### src/rtl/cla_mp_seq.sv
// Byte-serial adder/subtractor: one 8-bit carry-lookahead slice is reused once per cycle,
// LSB byte first. Valid/ready on the request side and on the result side.

module cla_adder (
  input  logic [7:0] a,
  input  logic [7:0] b,
  input  logic       cin,
  output logic [7:0] sum,
  output logic       cout,
  output logic       c_msb
);
  logic [7:0] g, p;
  logic [8:0] c;

  assign g = a & b;
  assign p = a ^ b;

  // Each carry is a flat sum of generate terms gated by the propagate run above them
  always_comb begin : carry_tree
    logic pp;
    logic cn;
    c    = '0;
    c[0] = cin;
    for (int i = 0; i < 8; i++) begin
      cn = g[i];
      pp = p[i];
      for (int j = i - 1; j >= 0; j--) begin
        cn = cn | (pp & g[j]);
        pp = pp & p[j];
      end
      c[i+1] = cn | (pp & cin);
    end
  end

  assign sum   = p ^ c[7:0];
  assign cout  = c[8];
  assign c_msb = c[7];
endmodule

module cla_mp_seq #(
  parameter int unsigned NBYTES = 4
) (
  input  logic                clk,
  input  logic                rst_n,
  input  logic                in_valid,
  output logic                in_ready,
  input  logic [8*NBYTES-1:0] op_a,
  input  logic [8*NBYTES-1:0] op_b,
  input  logic                sub,
  input  logic                cin,
  output logic                out_valid,
  input  logic                out_ready,
  output logic [8*NBYTES-1:0] sum,
  output logic                cout,
  output logic                ovf,
  output logic                busy
);
  localparam int unsigned W  = 8 * NBYTES;
  localparam int unsigned IW = $clog2(NBYTES);
  localparam logic [IW-1:0] LastIdx = IW'(NBYTES - 1);

  typedef enum logic [1:0] {StIdle, StRun, StDone} state_e;

  state_e        state_q, state_d;
  logic [W-1:0]  a_q, a_d, b_q, b_d, sum_q, sum_d;
  logic [IW-1:0] idx_q, idx_d;
  logic          carry_q, carry_d, cout_q, cout_d, ovf_q, ovf_d;

  logic [IW+2:0] base;
  logic [7:0]    add_sum;
  logic          add_cout, add_cmsb;

  assign base = {idx_q, 3'b000};

  cla_adder u_slice (
    .a     (a_q[base +: 8]),
    .b     (b_q[base +: 8]),
    .cin   (carry_q),
    .sum   (add_sum),
    .cout  (add_cout),
    .c_msb (add_cmsb)
  );

  always_comb begin
    state_d = state_q;
    a_d     = a_q;
    b_d     = b_q;
    sum_d   = sum_q;
    idx_d   = idx_q;
    carry_d = carry_q;
    cout_d  = cout_q;
    ovf_d   = ovf_q;
    unique case (state_q)
      StIdle: begin
        if (in_valid) begin
          // Subtraction is a + ~b + 1
          a_d     = op_a;
          b_d     = op_b ^ {W{sub}};
          carry_d = sub | cin;
          idx_d   = '0;
          state_d = StRun;
        end
      end
      StRun: begin
        sum_d[base +: 8] = add_sum;
        carry_d          = add_cout;
        if (idx_q == LastIdx) begin
          cout_d  = add_cout;
          ovf_d   = add_cmsb ^ add_cout;
          idx_d   = '0;
          state_d = StDone;
        end else begin
          idx_d = idx_q + 1'b1;
        end
      end
      StDone: begin
        if (out_ready) state_d = StIdle;
      end
      default: state_d = StIdle;
    endcase
  end

  always_ff @(posedge clk or negedge rst_n) begin
    if (!rst_n) begin
      state_q <= StIdle;
      a_q     <= '0;
      b_q     <= '0;
      sum_q   <= '0;
      idx_q   <= '0;
      carry_q <= 1'b0;
      cout_q  <= 1'b0;
      ovf_q   <= 1'b0;
    end else begin
      state_q <= state_d;
      a_q     <= a_d;
      b_q     <= b_d;
      sum_q   <= sum_d;
      idx_q   <= idx_d;
      carry_q <= carry_d;
      cout_q  <= cout_d;
      ovf_q   <= ovf_d;
    end
  end

  assign in_ready  = (state_q == StIdle);
  assign out_valid = (state_q == StDone);
  assign busy      = (state_q != StIdle);
  assign sum       = sum_q;
  assign cout      = cout_q;
  assign ovf       = ovf_q;
endmodule
### config.mk
export PLATFORM = sky130hd
export DESIGN_NAME = cla_mp_seq
export DESIGN_NICKNAME = d
export VERILOG_FILES = /design/src/rtl/cla_mp_seq.sv
export SDC_FILE = /design/constraint.sdc
export NUM_CORES = 1
export LEC_CHECK = 0
export ABC_AREA = 1
export BUFFER_PORTS_ARGS = -buffer_cell sky130_fd_sc_hd__buf_2
export CAP_MARGIN = 20
export CORE_ASPECT_RATIO = 1.1
export CORE_MARGIN = 4
export CORE_UTILIZATION = 30
export DETAILED_ROUTE_END_ITERATION = 16
export PLACE_DENSITY = 0.54
export SYNTH_ARGS = -nofsm -noshare
export SYNTH_HDL_FRONTEND = slang
export SYNTH_SLANG_ARGS = --single-unit
### constraint.sdc
create_clock -name clk -period 3.2 [get_ports clk]
set_input_delay 0.32 -clock clk [delete_from_list [all_inputs] [get_ports clk]]
set_output_delay 0.32 -clock clk [all_outputs]
set_load 0.03 [all_outputs]
[After elaboration in Yosys (flattened, before gate mapping)]
Cells that the tools add are included.
Storage, ports and cells
  register bits: 103
  input bits: 70
  output and inout bits: 37
  logic and storage cells: 143
Operators by class
  add/sub/neg operators: 2
  equality and inequality tests: 6
  shifts and indexed selects: 4
  mux-type cells: 10
  bitwise logic cells: 106
  reduce and logical (&&, ||, !) cells: 7
Operators with widths (count)
  1-bit bitwise AND: 64
  32-bit by 6-bit variable part select with 8-bit output: 2
  1-bit OR: 37
  32-bit bitwise mux: 1
  8-bit by 7-bit variable shift with 32-bit output, first input constant: 1
  8-bit by 7-bit variable part select with 32-bit output: 1
  32-bit bitwise XOR: 1
  8-bit bitwise XOR: 2
  2-bit two-way mux: 5
  8-bit bitwise AND: 1
  5-bit negator with 7-bit output: 1
  2-bit case mux with 3 select lines: 1
  2-bit AND reduction: 3
  2-bit == test, second input constant: 2
  2-bit != test, second input constant: 2
  2-bit case mux with 2 select lines: 1
  2-bit nonzero test: 2
  3-bit AND reduction: 1
  2-bit by 1-bit adder with 2-bit output, second input constant: 1
  2-bit by 1-bit == test with 1-bit output, second input constant: 1
  2-bit zero test: 1
  2-bit by 1-bit != test with 1-bit output, second input constant: 1
  1-bit case mux with 2 select lines: 1
  1-bit two-way mux: 1
  1-bit bitwise XOR: 1

[Depth between registers and ports, before layout]
Gate-level depths: netlist of the first run.
  depth in word-level cells: 13
  depth in mapped cells: 17
  gate-level depth less buffers: 15

[By module]
A second synthesis of the first run with hierarchy kept.
Second synthesis, totals
  cell total of the unflattened synthesis: 685
  area, all modules: 5465.2 um^2
By module, submodules not included
  cla_mp_seq: times used 1, cells each 609, area each 5017.3 um^2, sequential area each 2577.5 um^2
  cla_adder: times used 1, cells each 76, area each 447.9 um^2, sequential area each 0.0 um^2

[Least setup slack after synthesis of the first run]
No wires, ideal clock.
  path type: register to register
  start point: register idx_q[0]
  end point: register cout_q (netlist: cout)
  setup time: 125 ps
  data arrival time: 2311 ps
  required time: 3075 ps
  setup slack: 764 ps
  stages on the path, launching flop included: 16
  buffers on the path: 2
  period minus slack after synthesis: 2436 ps
  cells stage by stage: dfrtp_1 > buf_2 > inv_1 > clkbuf_1 > o21ai_0 > o22ai_1 > ha_1 > nand2_1 > nand2_1 > nor2_2 > nand2_1 > nand2_1 > nand2_1 > nand2_1 > nand2_1 > mux2_2
Between the ends
  longest elaborated chain between the ends: 11
  elaborated cells between the ends (all ways): 29
  those cells by class: 1 x eq/ne; 2 x shift; 25 x bitwise; 1 x reduce/logical
RTL lines
  start, declared: RTL line 66  | logic [IW-1:0] idx_q, idx_d;
  start signal, assigned: RTL line 138  | idx_q <= idx_d;
  32-bit by 6-bit variable part select with 8-bit output, on equally long branches: RTL line 76, 77
  8-bit bitwise XOR / 8-bit bitwise AND (equally long branches): RTL line 16, 15
  1-bit bitwise AND, on equally long branches: RTL line 28, 29
  1-bit OR, or another cell as far along (6 in series): RTL line 28  | cn = cn | (pp & g[j]);
  1-bit OR / 1-bit bitwise AND (equally long branches): RTL line 28, 31
  1-bit OR: RTL line 31  | c[i+1] = cn | (pp & cin);
  end signal, assigned: RTL line 140  | cout_q <= cout_d;
  end, declared: RTL line 67  | logic carry_q, carry_d, cout_q, cout_d, ovf_q, ovf_d;
Several ways; a longest one is shown, not always the timed one.
A chain may end at the register's enable or synchronous reset.

[Worst setup path after layout of the first run]
  start point: register idx_q[1]
  end point: register sum_q[28] (netlist: sum[28])
Between the ends
  longest elaborated chain between the ends: 13
  elaborated cells between the ends (all ways): 86
  those cells by class: 1 x add/sub; 4 x shift; 1 x mux; 80 x bitwise
RTL lines
  32-bit by 6-bit variable part select with 8-bit output, on equally long branches: RTL line 76, 77
  8-bit bitwise XOR / 8-bit bitwise AND (equally long branches): RTL line 16, 15
  1-bit bitwise AND, on equally long branches: RTL line 28, 29
  1-bit OR, or another cell as far along (5 in series): RTL line 28
  1-bit OR / 1-bit bitwise AND (equally long branches): RTL line 28, 31
  1-bit OR: RTL line 31
  8-bit bitwise XOR: RTL line 35  | assign sum = p ^ c[7:0];
  8-bit by 7-bit variable part select with 32-bit output: RTL line 105  | sum_d[base +: 8] = add_sum;
  32-bit bitwise mux *: RTL line 105
  end signal, assigned: RTL line 137  | sum_q <= sum_d;
  end, declared: RTL line 65  | logic [W-1:0] a_q, a_d, b_q, b_d, sum_q, sum_d;
Mark *: on every way between the ends. The rest lies on a longest branch, timed or not.

==> run metrics, run 1 <==
outcome=completed; number of input and output port buffers inserted=roughly 110; worst hold path cell count=2; hold wc startpoint=out_ready; dominant combinational cell family by area after synthesis=simple AND/OR/NAND/NOR gates; total global routing overflow=0; detailed router's first-iteration violation count=321; library cell used as clock root buffer=sky130_fd_sc_hd__clkbuf_16; number of global-route vias before repair=about 4400; area overhead of the layout relative to synthesis=20.51%; leading area contributor after synthesis=sky130_fd_sc_hd__dfrtp_1; reg-to-reg startpoint=idx_q[1]; final setup violation count=0; Post-Layout Inst Area=roughly 0.0063 mm²; largest vdd supply drop=500.0 µV; clock tree from TritonCTS=done; vias per inst=between 4 and 5; worst skew pair latency=350 ps; critical-path maximum fanout=14; simple logic cell fraction of the synthesized area=24.54%; maximum clock frequency=between 300 and 400 MHz; cell area after synthesis=0.005191 mm²; smallest hold slack=163.4 ps; # resized after CTS=0; crit-path most repeated cell=sky130_fd_sc_hd__nand2_1; syn avg cell area=~8.3 µm²; cell-by-cell listing of the critical path=inv_1 -> buf_4 -> o21ai_0 -> o22ai_1 -> ha_1 -> inv_1 -> nor2_4 -> o21ai_1 -> nand2_1 -> nand2_1 -> nand3_1 -> nand2_1 -> nand4_1 -> nand2_1; initial cell density of the core=30.51%; initial antenna violation count=0; arithmetic-cell share of the synthesized area counting full adders, half adders and majority gates=under 10%; fraction of the core area covered by cells at the end of the flow=approximately 37%; CTS Buffer Depth=2; Setup TNS Final=0 ps; xor-xnor portion of the synthesized cell area=5.568%; vias post-DR=~4300; Mapped Nets=708; delay of the slowest cell on the worst path=~390 ps; Critical Path Sink Type=flop; proportion of netlist area held by the largest area contributor=between 40% and 50%; top post-synthesis cells by area=sky130_fd_sc_hd__dfrtp_1 (50%), sky130_fd_sc_hd__nand2_1 (16%), sky130_fd_sc_hd__xnor2_1 (5.6%); total number of nets in the final design=806; synthesized-area fraction occupied by ao, oa, aoi and oai cells=a little under an eighth; power density normalized to cell area=between 1000 and 1500 mW/mm²; R2R Path End=sum[28]; total power=between 7 and 8 mW; most frequent cell after synthesis=sky130_fd_sc_hd__nand2_1; post-synthesis register bit count=roughly 100; Critical Path Start Type=flop; layout cell share with drive strength beyond 1=between 20% and 30%; Post-DRT Antenna Nets=0; register clock-pin slew on the reported worst setup and hold paths=roughly 70 ps; Crit. Startpoint=idx_q[1]; unrepaired setup endpoints after global routing=false; routability-driven placement congestion ratio=between 0.8 and 0.9; antenna diode instance count=0; overall die area=just under 0.02 mm²; number of hold buffers added after cts=1; area inside the core boundary=roughly 0.017 mm²; maximum number of pins on one net before global-route repair=98; Post-Route WL=approximately 14 mm; share of flip-flops with an asynchronous set or reset after synthesis=100.0%; data required time at the worst endpoint=3490 ps; data arrival time at the worst-slack endpoint=between 2000 and 3000 ps; worst slew pin tran=around 930 ps; Post-Syn Instances=623; fin crit share=81.98%; flop-to-flop setup slack=approximately 580 ps; minimum period implied by the final worst setup slack=about 2600 ps; DRT Pass-1 Iters=4; type of the worst setup path=reg -> reg; main flop type after synthesis=sky130_fd_sc_hd__dfrtp_1; x dimension of the die=133.4 µm; Post-DP HPWL=between 10 and 15 mm; number of primary I/O pins=around 110; final number of hold-violating endpoints=0; site row count=50; slowest CP cell=sky130_fd_sc_hd__dfrtp_1; Hold Path End=state_q[1]; synth cell count leaders=sky130_fd_sc_hd__nand2_1 (216), sky130_fd_sc_hd__dfrtp_1 (103), sky130_fd_sc_hd__o21ai_0 (54); mux contribution to synthesized area=less than 1%; global-route wire length before repair=between 20 and 25 mm; distinct cell type count of the synthesized netlist=35; Seq/Total Area, Yosys=49.65%; DRC=0; number of max-cap violations=0; clock sinks=roughly 100; worst hold path class=in -> reg; max_slew headroom=a little under two fifths; Register-to-Register Path Depth=14; clk_skew=7.493 ps; number of synthesized flops with an enable pin=0; Avg WL per Cell=14.23 µm; buffer count from post-CTS setup fixing=0; number of buffers created by CTS=9; Chip Height=between 100 and 150 µm; Synth Warn #=0; area of placed instances=about 0.0060 mm²; Tot GR Track Use=around 15%; Max Slew Vio Count=0; level count of the clock H-tree=3; leak pwr=around 3.2 nW
==> through the flow <==
| stage | setup slack, ps | std cells |
|---|---|---|
| after floorplan | 764.2 | 623 |
| after global placement | 581.8 | 943 |
| after detailed placement | 552.3 | 943 |
| after CTS | 530.3 | 960 |
| after global routing | 217.9 | 960 |
| final | 576.5 | 960 |
==> routing by layer <==
layer / vias to the layer above / wire, µm / GRT usage (%)
li1: 2218 / - / -
met2: 85 / 6492 / 23.20
met4: 0 / 218 / 4.321
met3: 15 / 539 / 2.939
met5: - / 0 / 0
met1: 1942 / 6407 / 20.21
==> worst max-delay path: cells and delay by family (launching register included) <==
| kind | cells | cell delay, ps |
|---|---|---|
| and+or+nand+nor | 7 | 720 |
| buffers and inverters | 3 | 630 |
| AOI/OAI and AO/OA | 3 | 500 |
| DFF | 1 | 390 |
| adders and majority gates | 1 | 320 |
==> worst max path at each step <==
| stage | to | slack, ps | cells past startpoint |
|---|---|---|---|
| floorplan | cout | 760 | 15 |
| global placement | sum[28] | 580 | 14 |
| detailed placement | sum[28] | 550 | 14 |
| CTS | sum[28] | 530 | 14 |
| global route | sum[15] | 220 | 16 |
| finish | sum[28] | 580 | 14 |
==> report_power, final <==
part	total [mW]	switching, mW	internal, mW
Sequential	2.25	0.375	1.87
Combinational	4.23	2.88	1.35
Clock	1.08	0.477	0.604
Total	7.56	3.74	3.83
==> cell usage in the layout (no fill, tap or decap), types with 2 or more instances in the layout <==
cell and instances:
sky130_fd_sc_hd__nand2_1 216, sky130_fd_sc_hd__clkbuf_16 9, sky130_fd_sc_hd__o21ai_0 54, sky130_fd_sc_hd__ha_1 14, sky130_fd_sc_hd__inv_1 26, sky130_fd_sc_hd__buf_2 105, sky130_fd_sc_hd__nand4_1 9, sky130_fd_sc_hd__nand2_2 4
sky130_fd_sc_hd__nand3_1 14, sky130_fd_sc_hd__nand3b_1 2, sky130_fd_sc_hd__nor2_1 47, sky130_fd_sc_hd__dfrtp_1 103, sky130_fd_sc_hd__o22ai_1 17, sky130_fd_sc_hd__nor2_2 4, sky130_fd_sc_hd__a22o_1 2, sky130_fd_sc_hd__o21ai_1 30
sky130_fd_sc_hd__o31ai_1 2, sky130_fd_sc_hd__inv_2 4, sky130_fd_sc_hd__xnor2_1 33, sky130_fd_sc_hd__buf_4 8, sky130_fd_sc_hd__clkinv_2 3
==> state kept, by name, indices dropped and copies added (netlist names) <==
| name | flops |
|---|---|
| a_q | 32 |
| b_q | 32 |
| sum | 32 |
| idx_q | 2 |
| state_q | 2 |
| carry_q | 1 |
| cout | 1 |
| ovf | 1 |
==> layout make-up <==
| cell class | count | area [µm²] |
|---|---|---|
| Sequential cell | 103 | 2577 |
| Inverter | 30 | 112.6 |
| Timing Repair Buffer | 115 | 615.6 |
| Multi-Input combinational cell | 462 | 2367 |
| Clock inverter | 6 | 61.31 |
| Fill cell | 1821 | 10760 |
| Tap cell | 234 | 292.8 |
| Clock buffer | 10 | 229.0 |
==> cell families (layout without fill, tap and decap cells) <==
family | count (synthesis) | after routing
simple gates | 303 | 303
mux | 1 | 1
compound gates | 110 | 110
buf+inv | 58 | 161
fa+ha+maj | 15 | 15
xor+xnor | 33 | 33
flops | 103 | 103
Note: power is estimated with default switching activity, not from simulation.
==> inputs of run 2 (changes only) <==
PLACE_DENSITY = 0.56   (was 0.54)
clock period = 2.35 ns   (was 3.2 ns; I/O delays follow)
==> run 2 against run 1 <==
Net effect:
- the run now ends with setup timing left
- cell count rose by 4.4%
- hold slack got worse by 89 ps
- clock-buffer cell count rose by 3
- die area did not move
- register-to-register slack got worse by 620 ps
- combinational power rose by 99%
- via count rose by 6.1%
- critical endpoint is now sum[9]
==> run metrics, run 2 (synthesized netlist as in run 1, its figures left out) <==
worst slew pin tran=slightly above 500 ps; most frequent cells in the layout=sky130_fd_sc_hd__nand2_1 (204), sky130_fd_sc_hd__buf_2 (105), sky130_fd_sc_hd__dfrtp_1 (101); unrepaired setup endpoints after global routing=true; Post-Layout Inst Area=about 0.007 mm²; number of global-route vias before repair=around 4500; most common cell after layout, fill and taps aside=sky130_fd_sc_hd__nand2_1; x dimension of the die=between 100 and 150 µm; Post-Route WL=14.86 mm; critical-path maximum fanout=7; cell internal power dissipation=around 7 mW; Chip Height=around 150 µm; post-route non-filler standard cell count=1002; max_slew headroom=65.76%; number of buffers created by CTS=9; placed cell count=between 900 and 1000; antenna diode instance count=0; number of input and output port buffers inserted=106; Filler Cells Inserted=about 1800; minimum period implied by the final worst setup slack=2398 ps; clock tree from TritonCTS=done; largest vdd supply drop=about 800 µV; power density normalized to cell area=between 1500 and 2000 mW/mm²; total global routing overflow=0; detailed router's first-iteration violation count=262; cell-by-cell listing of the critical path=clkinv_4 -> buf_12 -> buf_4 -> o21ai_2 -> o22ai_2 -> buf_4 -> fa_1 -> xnor2_1 -> buf_4 -> nor2_2 -> nand2_2 -> o21ai_1; total number of nets in the final design=approximately 850; Critical Path Sink Type=flop; maximum clock frequency=between 400 and 500 MHz; data arrival time at the worst-slack endpoint=between 2000 and 3000 ps; Critical Path Start Type=flop; initial cell density of the core=just over 30%; final setup violation count=3; fraction of the core area covered by cells at the end of the flow=approximately two fifths; Max Slew Vio Count=0; DRT Pass-1 Iters=5; Post-DP HPWL=approximately 11 mm; Comb pwr share=between 60 and 70%; Post-DRT Antenna Nets=0; vias post-DR=between 4000 and 5000; slowest CP cell=sky130_fd_sc_hd__dfrtp_2; data required time at the worst endpoint=2630 ps; Tot GR Track Use=between 15 and 20%; library cell used as clock root buffer=sky130_fd_sc_hd__clkbuf_16; R2R Path End=sum[9]; level count of the clock H-tree=3; Register-to-Register Path Depth=12; total power=between 10 and 15 mW; DRC=0; number of max-cap violations=0; maximum number of pins on one net before global-route repair=~100; leak pwr=3.483 nW; CTS Buffer Depth=2; site row count=50; Avg WL per Cell=14.83 µm; crit-path most repeated cell=sky130_fd_sc_hd__buf_4; type of the worst setup path=reg -> reg; Crit. Startpoint=idx_q[0]; timing endpoint of the critical path=sum[9]; flop-to-flop setup slack=-50 ps; smallest hold slack=74.48 ps; clk_skew=~8.3 ps; area of placed instances=~0.0062 mm²; Final Worst Setup Slack=-47.57 ps; initial antenna violation count=0; vias per inst=roughly 4.5; clock sinks=about 100; clock network power share=~12%; fin crit share=102.0%; number of primary I/O pins=~110; power dissipated by switching net loads=6.036 mW; area inside the core boundary=~0.017 mm²; register clock-pin slew on the reported worst setup and hold paths=about 70 ps; final number of hold-violating endpoints=0; delay of the slowest cell on the worst path=440 ps; routability-driven placement congestion ratio=approximately 0.94; violations in the final reports=setup timing; overall die area=slightly below 0.02 mm²; global-route wire length before repair=~24 mm; layout cell share with drive strength beyond 1=a little under a third; sequential power share=about a quarter; switching part of the total power=a little under half; worst hold path class=in -> reg; area overhead of the layout relative to synthesis=34.61%; worst skew pair latency=360 ps; outcome=finished, violations left; reg-to-reg startpoint=idx_q[0]
-- run 2: changes by cell type in the layout (fill, tap and decap cells not counted), moves of 7 or more --
cell | before | now
sky130_fd_sc_hd__buf_4 | 8 | 37
sky130_fd_sc_hd__nand2_1 | 216 | 204
sky130_fd_sc_hd__nand2_2 | 4 | 15
sky130_fd_sc_hd__nor2_1 | 47 | 37
sky130_fd_sc_hd__nor2_2 | 4 | 11
sky130_fd_sc_hd__o21ai_0 | 54 | 30
sky130_fd_sc_hd__o21ai_1 | 30 | 44
sky130_fd_sc_hd__o21ai_2 | 0 | 9
sky130_fd_sc_hd__o22ai_1 | 17 | 6
sky130_fd_sc_hd__o22ai_2 | 0 | 11
-- run 2: repair_timing --
action / in CTS / in global routing
hold buffers: 1 / 0
pin swaps: 10 / 45
resized for setup: 15 / 82
gates cloned: 1 / 2
endpoints found under the hold margin: 20 / 0
buffers inserted: 4 / 7
setup endpoints to repair: 19 / 28
-- run 2: area by class of cell --
class / count / area, µm² / share of cell area (%)
clock buffer: 13 / 250.2 / 3.581
timing repair buffer: 157 / 1054 / 15.08
inverter: 30 / 120.1 / 1.719
tap: 234 / 292.8 / 4.190
sequential: 103 / 2580 / 36.92
multi-input combinational: 462 / 2648 / 37.89
clock inverter: 3 / 43.79 / 0.6267
-- run 2: worst max-delay path, delay by kind of cell, from the launching register on --
kind / cells / cell delay [ps]
compound gates: 3 / 370
xor+xnor: 1 / 150
fa+ha+maj: 1 / 410
buf+inv: 5 / 720
flops: 1 / 440
simple gates: 2 / 230
-- run 2: power groups by stage --
stage	clock, mW	sequential (mW)	combinational (mW)
after CTS	1.54	3.06	7.26
after global placement	0	3.08	6.79
after floorplan	0	3.34	3.87
after detailed placement	0	3.08	6.79
final	1.51	3.11	8.42
after global routing	1.62	3.21	9.32
-- run 2: worst min path at each step --
stage / from / end / slack (ps) / cells past startpoint
3_3_place_gp: rst_n / a_q[31] / 160 / 1
3_5_place_dp: rst_n / a_q[30] / 150 / 1
4_1_cts: op_a[7] / a_q[7] / 60 / 3
2_1_floorplan: rst_n / a_q[0] / -60 / 0
5_1_grt: out_ready / state_q[1] / 80 / 2
6_report: op_a[7] / a_q[7] / 70 / 3
-- run 2: metal layers --
metal | track usage, % | part of all wire [%] | vias to the layer above
li1 | - | - | 2303
met4 | 6.687 | 2.7 | 0
met5 | 0 | 0 | -
met3 | 3.043 | 5.0 | 28
met2 | 24.19 | 47 | 117
met1 | 20.96 | 46 | 2073
-- run 2: stage by stage --
step | worst slack [ps] | setup TNS (ps)
floorplan | 3.223 | 0
global placement | -169.3 | -790.8
detailed placement | -171.3 | -919.2
CTS | 1.381 | 0
global route | -172.1 | -2234
finish | -47.57 | -84.73
==> inputs of run 3 (changes only) <==
REMOVE_ABC_BUFFERS = 1   (was not set)
==> run 3 against run 2 <==
Net effect:
- highest routed layer unchanged
- critical endpoint is now cout
- the run now ends clean
- die area unchanged
- largest power group unchanged
- core utilization decreased by 1.4 points
- final area decreased by 3.4%
- cell count decreased by 2.2%
- maximum frequency increased by 4.4%
- largest cell class is now sequential cells
- via count decreased by 3.2%
==> run metrics, run 3 (synthesized netlist as in run 1, its figures left out) <==
number of input and output port buffers inserted=106; number of buffers created by CTS=9; final setup violation count=0; fin crit share=just under 100%; antenna diode instance count=0; most common cell after layout, fill and taps aside=sky130_fd_sc_hd__nand2_1; number of max-cap violations=0; routability-driven placement congestion ratio=between 0.8 and 0.9; leak pwr=approximately 3.4 nW; x dimension of the die=roughly 130 µm; Post-DRT Antenna Nets=0; WP buf/inv=2; delay of the slowest cell on the worst path=420 ps; register clock-pin slew on the reported worst setup and hold paths=70 ps; worst skew pair latency=~340 ps; initial antenna violation count=0; minimum period implied by the final worst setup slack=approximately 2300 ps; kind of cell adding the most delay to the critical path=simple AND/OR/NAND/NOR gates; Avg WL per Cell=between 10 and 15 µm; unrepaired setup endpoints after global routing=true; vias post-DR=between 4000 and 5000; area overhead of the layout relative to synthesis=30.08%; Max Slew Vio Count=0; critical-path maximum fanout=7; data required time at the worst endpoint=between 2000 and 3000 ps; total number of nets in the final design=about 830; cell-by-cell listing of the critical path=clkinv_4 -> buf_12 -> o21ai_4 -> o22ai_2 -> ha_1 -> nand2_2 -> nor2_2 -> nor2_2 -> nand2_1 -> nand2_2 -> nand2_2 -> nand2_4 -> nand2_2 -> mux2_4; placed cell count=961; vias per inst=between 4 and 5; level count of the clock H-tree=3; clock sinks=around 100; total global routing overflow=0; overall die area=roughly 0.019 mm²; global-route wire length before repair=between 20 and 25 mm; type of the worst setup path=reg -> reg; register cell area after layout=roughly 0.0026 mm²; Chip Height=146.0 µm; worst slew pin tran=between 500 and 600 ps; most frequent cells in the layout=sky130_fd_sc_hd__nand2_1 (206), sky130_fd_sc_hd__buf_2 (105), sky130_fd_sc_hd__dfrtp_1 (102); CTS Buffer Depth=2; slowest CP cell=sky130_fd_sc_hd__dfrtp_2; maximum number of pins on one net before global-route repair=just under 100; site row count=50; largest vdd supply drop=about 720 µV; max_slew headroom=66.58%; power density normalized to cell area=about 1800 mW/mm²; area inside the core boundary=about 0.017 mm²; library cell used as clock root buffer=sky130_fd_sc_hd__clkbuf_16; crit-path most repeated cell=sky130_fd_sc_hd__nand2_2; DRT Pass-1 Iters=5; clock tree from TritonCTS=done; worst hold path class=in -> reg; number of primary I/O pins=~110; Tot GR Track Use=14.43%; detailed router's first-iteration violation count=approximately 230; post-route non-filler standard cell count=a little under 1000; clk_skew=between 7 and 8 ps; Filler Cells Inserted=around 1800; Setup TNS Final=0 ps; final number of hold-violating endpoints=0; total power=between 10 and 15 mW; DRC=0; footprint of the multi-input gates=0.002576 mm²; data arrival time at the worst-slack endpoint=between 2000 and 3000 ps; initial cell density of the core=~31%; Post-DP HPWL=roughly 10 mm; outcome=completed; number of global-route vias before repair=between 4000 and 5000; Post-Route WL=13.91 mm; layout cell share with drive strength beyond 1=roughly 28%; Critical Path Start Type=flop; Critical Path Sink Type=flop; maximum clock frequency=~440 MHz
-- run 3: timing repair --
item,CTS,global route
hold buffers,1,0
hold endpoints to repair,31,0
setup endpoints to repair,4,26
resized for setup,2,77
buffers inserted,0,3
pin swaps,0,24
cloned,0,2
-- run 3: final timing paths --
check	slack (ps)	to	cells past startpoint	startpoint
min in group asynchronous	410	a_q[31]	2	rst_n
setup reg to reg	50	cout	14	idx_q[0]
hold / removal	80	a_q[10]	3	op_a[10]
setup / recovery	50	cout	14	idx_q[0]
max in group asynchronous	1290	b_q[30]	3	rst_n
hold reg to reg	470	sum[28]	2	sum[28]
-- run 3: per-stage QoR --
step                      area (µm²)  hold slack, ps  util (%)  setup slack (ps)
after detailed placement        6141           225.6     36.09            -54.85
final                           6753           82.74     39.68             53.55
after floorplan                 5057          -60.59         -             -1028
after global placement          6141           216.8     36.09            -46.94
after global routing            6753           78.62     39.68            -96.32
after CTS                       6444           66.96     37.87             11.84
-- run 3: report_power, final --
part           internal [mW]  switching (mW)  leakage, nW  total [mW]
Combinational           3.00            4.55         1.92        7.54
Sequential              2.55           0.497         1.32        3.05
Clock                  0.867           0.616        0.141        1.48
Total                   6.42            5.66         3.38        12.1
-- run 3: area by class of cell --
type	count	area share, %
Clock buffer	12	3.798
Inverter	30	1.742
Clock inverter	1	0.4447
Timing Repair Buffer	138	13.34
Sequential cell	103	38.19
Tap cell	234	4.336
Multi-Input combinational cell	462	38.15
-- run 3: worst reg2reg max path, stage by stage, from the launching register on --
cell and delay, ps:
sky130_fd_sc_hd__dfrtp_2 420, sky130_fd_sc_hd__clkinv_4 110, sky130_fd_sc_hd__buf_12 150, sky130_fd_sc_hd__o21ai_4 120
sky130_fd_sc_hd__o22ai_2 100, sky130_fd_sc_hd__ha_1 340, sky130_fd_sc_hd__nand2_2 100, sky130_fd_sc_hd__nor2_2 40
sky130_fd_sc_hd__nor2_2 160, sky130_fd_sc_hd__nand2_1 80, sky130_fd_sc_hd__nand2_2 80, sky130_fd_sc_hd__nand2_2 70
sky130_fd_sc_hd__nand2_4 90, sky130_fd_sc_hd__nand2_2 60, sky130_fd_sc_hd__mux2_4 250
-- run 3: per-layer routing --
| metal | part of all wire, % | up-vias | track usage (%) |
|---|---|---|---|
| li1 | - | 2271 | - |
| met2 | 50 | 91 | 24.01 |
| met3 | 4.3 | 7 | 3.665 |
| met1 | 45 | 2008 | 18.73 |
| met4 | 0.78 | 0 | 3.858 |
| met5 | 0 | - | 0 |
